===== config.mk =====
export PLATFORM = sky130hd
export DESIGN_NAME = iir_ram_arbiter
export DESIGN_NICKNAME = d
export VERILOG_FILES = /design/src/rtl/iir_ram_pkg.sv /design/src/rtl/iir_ram_starve_ctr.sv /design/src/rtl/iir_ram_arbiter.sv
export SDC_FILE = /design/constraint.sdc
export NUM_CORES = 1
export LEC_CHECK = 0
export CAP_MARGIN = 20
export CORE_AREA = 2 2 94 96
export CTS_CLUSTER_SIZE = 10
export DETAILED_ROUTE_END_ITERATION = 7
export DIE_AREA = 0 0 96 98
export PLACE_DENSITY_LB_ADDON = 0.12
export SLEW_MARGIN = 40
export SYNTH_ARGS = -nofsm -noshare
export SYNTH_HDL_FRONTEND = slang
export SYNTH_SLANG_ARGS = --single-unit

===== constraint.sdc =====
create_clock -name clk -period 1.9 [get_ports clk]
set_input_delay 0.38 -clock clk [delete_from_list [all_inputs] [get_ports clk]]
set_output_delay 0.38 -clock clk [all_outputs]
set_load 0.03 [all_outputs]

===== src/rtl/iir_ram_pkg.sv =====
// Shared constants and types for the IIR coefficient/state RAM arbiter.
// RAM geometry is fixed by the 1024x32 single-port macro.
package iir_ram_pkg;

    localparam int unsigned ADDR_W = 10;
    localparam int unsigned DATA_W = 32;
    localparam int unsigned BE_W   = DATA_W / 8;

    typedef enum logic [1:0] {
        OWN_NONE,
        OWN_HOST,
        OWN_ENG
    } owner_t;

endpackage


===== src/rtl/iir_ram_starve_ctr.sv =====
// Saturating count of consecutive cycles the host has lost arbitration.
// max_o flags that the host must be given the next unlocked slot.
module iir_ram_starve_ctr #(
    parameter int unsigned STARVE_MAX = 8,
    parameter int unsigned CNT_W      = $clog2(STARVE_MAX + 1)
) (
    input  logic clk_i,
    input  logic rst_ni,
    input  logic clr_i,
    input  logic inc_i,
    output logic max_o
);

    localparam logic [CNT_W-1:0] MaxVal = CNT_W'(STARVE_MAX);

    logic [CNT_W-1:0] cnt_q;

    assign max_o = (cnt_q == MaxVal);

    always_ff @(posedge clk_i or negedge rst_ni) begin
        if (!rst_ni) begin
            cnt_q <= '0;
        end else if (clr_i) begin
            cnt_q <= '0;
        end else if (inc_i && !max_o) begin
            cnt_q <= cnt_q + 1'b1;
        end
    end

endmodule


===== src/rtl/iir_ram_arbiter.sv =====
// Shares the IIR filter's single-port coefficient/state RAM between the host
// Avalon-MM slave and the filter engine; engine has priority, host is starvation-protected.
module iir_ram_arbiter
    import iir_ram_pkg::*;
#(
    parameter int unsigned STARVE_MAX = 8
) (
    input  logic              clk,
    input  logic              reset_n,
    // Host Avalon-MM slave
    input  logic [ADDR_W-1:0] h_address,
    input  logic              h_read,
    input  logic              h_write,
    input  logic [DATA_W-1:0] h_writedata,
    input  logic [BE_W-1:0]   h_byteenable,
    output logic              h_waitrequest,
    output logic [DATA_W-1:0] h_readdata,
    output logic              h_readdatavalid,
    // Filter engine
    input  logic              e_req,
    input  logic              e_we,
    input  logic              e_lock,
    input  logic [ADDR_W-1:0] e_addr,
    input  logic [DATA_W-1:0] e_wdata,
    output logic              e_gnt,
    output logic [DATA_W-1:0] e_rdata,
    output logic              e_rvalid,
    // RAM port
    output logic [ADDR_W-1:0] ram_address,
    output logic [BE_W-1:0]   ram_byteenable,
    output logic [DATA_W-1:0] ram_writedata,
    output logic              ram_write,
    output logic              ram_chipselect,
    output logic              ram_clken,
    input  logic [DATA_W-1:0] ram_readdata
);

    logic   host_req;
    logic   engine_win;
    logic   host_win;
    logic   starve_max;
    logic   lock_held;
    owner_t rd_owner;

    assign host_req = h_read | h_write;

    // A held lock overrides starvation so an engine burst is never split.
    assign engine_win = reset_n & e_req & (lock_held | ~starve_max);
    assign host_win   = reset_n & host_req & ~engine_win;

    iir_ram_starve_ctr #(
        .STARVE_MAX (STARVE_MAX)
    ) u_starve_ctr (
        .clk_i  (clk),
        .rst_ni (reset_n),
        .clr_i  (~host_req | host_win),
        .inc_i  (host_req & ~host_win),
        .max_o  (starve_max)
    );

    always_comb begin
        ram_address    = '0;
        ram_byteenable = '0;
        ram_writedata  = '0;
        ram_write      = 1'b0;
        ram_chipselect = 1'b0;
        ram_clken      = 1'b0;
        if (engine_win) begin
            ram_address    = e_addr;
            ram_byteenable = '1;
            ram_writedata  = e_wdata;
            ram_write      = e_we;
            ram_chipselect = 1'b1;
            ram_clken      = 1'b1;
        end else if (host_win) begin
            ram_address    = h_address;
            ram_byteenable = h_byteenable;
            ram_writedata  = h_writedata;
            ram_write      = h_write;
            ram_chipselect = 1'b1;
            ram_clken      = 1'b1;
        end
    end

    assign h_waitrequest   = ~reset_n | (host_req & ~host_win);
    assign e_gnt           = engine_win;
    assign h_readdatavalid = reset_n & (rd_owner == OWN_HOST);
    assign e_rvalid        = reset_n & (rd_owner == OWN_ENG);
    assign h_readdata      = reset_n ? ram_readdata : '0;
    assign e_rdata         = reset_n ? ram_readdata : '0;

    always_ff @(posedge clk or negedge reset_n) begin
        if (!reset_n) begin
            lock_held <= 1'b0;
            rd_owner  <= OWN_NONE;
        end else begin
            lock_held <= engine_win & e_lock;
            if (engine_win && !e_we) begin
                rd_owner <= OWN_ENG;
            end else if (host_win && h_read) begin
                rd_owner <= OWN_HOST;
            end else begin
                rd_owner <= OWN_NONE;
            end
        end
    end

endmodule


==> impl_metrics.json <==
{
  "numClockSinks": 7,
  "end_kind": "output pin",
  "grt_pass1_vias": 2460,
  "numCtsBuffers": 3,
  "maxSlewViolCount": 0,
  "rsz0062_at_grt": "yes",
  "slowest_stage": "dfrtp_1",
  "post-place-cells": 582,
  "yosysWarnings": 0,
  "grt_max_degree": 33,
  "fin_worst_skew_ns": 0.00286,
  "core_area_um2": 8470,
  "synthXorXnorAreaFrac_pct": 0.491,
  "antenna_found_initial": 0,
  "vias_per_cell": 4.16,
  "tritoncts": "done",
  "crit_arrival_ns": 1.89,
  "ys_seq_area_share_pct": 9.82,
  "wl_per_cell_um": 13.2,
  "fmax_ghz": 0.440,
  "drc": 0,
  "crit_family": "buffers and inverters",
  "postLayoutCellArea_um2": 4890,
  "die_w_um": 96,
  "num_vias": 2476,
  "antenna_cells": 0,
  "nFillCells": 727,
  "violations": "setup timing",
  "hold_violations": 0,
  "die_area_um2": 9410,
  "die_y_um": 98,
  "hp-class": "in -> async",
  "grtUsageTotal_pct": 15.5,
  "tns_ns": -16.32,
  "start_kind": "flop",
  "synth-simple-area-share_pct": 27.1,
  "cp_max_fo": 8,
  "tightest_slew_ns": 0.320,
  "drt_iter0_drc": 33,
  "slowest_delay_ns": 0.39,
  "power.leakage_nw": 2.29,
  "drt-total-wl_um": 7880,
  "pre_cts_slack_ns": -0.360,
  "path_buf_inv": 4,
  "synth_compound_area_share_pct": 4.91,
  "yosysTopAreaCell": "mux2i_1",
  "numPortBuffers": 243,
  "postRouteAntennaNets": 0,
  "muxShareOfSynthArea_pct": 24.1,
  "root_buffer": "clkbuf_8",
  "area_growth_pct": 174,
  "overflow": 0,
  "slew_headroom_pct": 78.7,
  "timing.final.ws_setup_ns": -0.373,
  "synth_cell_types": 27,
  "synth_area_leaders": "mux2i_1, buf_4, nand2_1, and2_1, inv_1",
  "synth_seq_cells": 7,
  "setup_violations": 51,
  "clk_latency_ns": 0.23,
  "grt_pass1_wl_um": 11400,
  "final_cell_mix": "clkdlybuf4s50_1, buf_4, nand2_1",
  "layout.nets": 617,
  "synthAdderAreaFrac_pct": 1.40,
  "synth_top_family_by_area": "buffers and inverters",
  "finalNonFillerCells": 595,
  "drive_above_1_share_pct": 42.7,
  "fin_crit_sh_pct": 120,
  "syn-mean-instance-area_um2": 6.94,
  "start_util_pct": 21.1,
  "rows": 34,
  "cp.required_ns": 1.52,
  "synthesis.area_um2": 1780,
  "ios": 244,
  "post_dp_cell_area_um2": 4430,
  "crit_top_cell": "buf_12",
  "dr.pass1.iters": 4,
  "cp_cell_sequence": "inv_2 -> ha_4 -> nand3b_4 -> o211ai_4 -> buf_12 -> buf_12 -> mux2i_4 -> buf_6",
  "htreeDepth": 1,
  "status": "finished with violations",
  "cts_buffer_depth": 2,
  "crit_type": "reg -> out",
  "syn_nets": 386,
  "place.gp.congestion": 0.776,
  "detailed_place_hpwl_um": 6440,
  "path_clk_slew_ns": 0.04,
  "period_minus_slack_ns": 2.27,
  "synth_top_area_share_pct": 24.1,
  "final_common_cell": "clkdlybuf4s50_1",
  "p_per_area_nw_per_um2": 385,
  "ir_drop_mv": 0.255,
  "hold_ws_ns": 0.479,
  "synth_cells": 257,
  "drv_cap": 0
}
cells in the mapped netlist:
| master | count |
|---|---|
| nand2_1 | 54 |
| inv_1 | 48 |
| mux2i_1 | 43 |
| buf_4 | 34 |
| and2_1 | 32 |
| dfrtp_1 | 7 |
| buf_12 | 4 |
| buf_2 | 4 |
| nor2_1 | 4 |
| clkbuf_1 | 3 |
| a21oi_1 | 2 |
| and3_1 | 2 |
| buf_6 | 2 |
| ha_1 | 2 |
| nand3_1 | 2 |
| o21ai_0 | 2 |
| o22ai_1 | 2 |
| a2111oi_4 | 1 |
| a211oi_1 | 1 |
| and3b_1 | 1 |
| clkbuf_2 | 1 |
| nand2b_1 | 1 |
| nand3b_4 | 1 |
| nor3b_1 | 1 |
| o211ai_2 | 1 |
| o21a_1 | 1 |
| xnor2_1 | 1 |
routing by layer:
layer  vias to the layer above  share of wire (%)  global-route usage [%]
met2                       151                 58                    32.5
li1                       1219                  -                       -
met4                         0                2.2                    4.29
met5                         -                  0                       0
met3                        16                9.8                    3.16
met1                      1090                 30                    14.0
flip-flops by register name, indices dropped and copies added, names as in the netlist:
register	count
lock_held	1
rd_owner	2
u_starve_ctr.cnt_q	4
through the flow:
step	utilization [%]	total power, mW
global route	57.8	1.99
detailed placement	52.3	1.54
floorplan	-	0.995
CTS	56.0	1.85
global placement	52.3	1.53
finish	57.8	1.88
path summary, 6_finish.rpt:
kind,start,endpoint,slack (ns),cells past startpoint
min in group clk,u_starve_ctr.cnt_q[3],u_starve_ctr.cnt_q[3],0.63,2
worst min register to register,u_starve_ctr.cnt_q[3],u_starve_ctr.cnt_q[3],0.63,2
worst max register to register,u_starve_ctr.cnt_q[1],rd_owner[1],0.47,7
max in group asynchronous,reset_n,u_starve_ctr.cnt_q[1],1.27,3
worst min-delay path,reset_n,u_starve_ctr.cnt_q[3],0.48,3
worst max-delay path,u_starve_ctr.cnt_q[1],ram_address[9],-0.37,8
power by group:
part | switching [mW] | total [mW] | internal [mW]
combinational | 0.711 | 1.50 | 0.788
sequential | 0.00982 | 0.174 | 0.164
clock | 0.0640 | 0.209 | 0.145
cell families (layout without fill, tap and decap cells):
logic type,Yosys count,count (layout)
buffers and inverters,96,326
AOI/OAI and AO/OA,10,10
muxes,43,43
DFF,7,7
xor gates and xnor gates,1,1
adders and majority gates,2,2
and+or+nand+nor,98,98
timing repair:
action,in CTS,in global routing
endpoints found under the setup margin,117,53
buffers inserted,5,3
pin swaps,2,2
hold buffers,0,0
gates resized for setup,35,41
gates cloned,3,0
worst register-to-register path, stage by stage, from the launching register on:
cell	delay [ns]
dfrtp_1	0.39
inv_2	0.08
ha_4	0.14
nand3b_4	0.09
o211ai_4	0.19
buf_4	0.25
buf_4	0.15
nor2_1	0.03
area by class of cell:
type | count | area [um^2] | share of cell area [%]
Multi-Input combinational cell | 154 | 1620 | 33.2
Inverter | 48 | 183 | 3.73
Timing Repair Buffer | 274 | 2730 | 55.8
Tap cell | 108 | 135 | 2.76
Sequential cell | 7 | 175 | 3.58
Clock buffer | 4 | 45.0 | 0.921
Note: power is estimated with default switching activity, not from simulation.
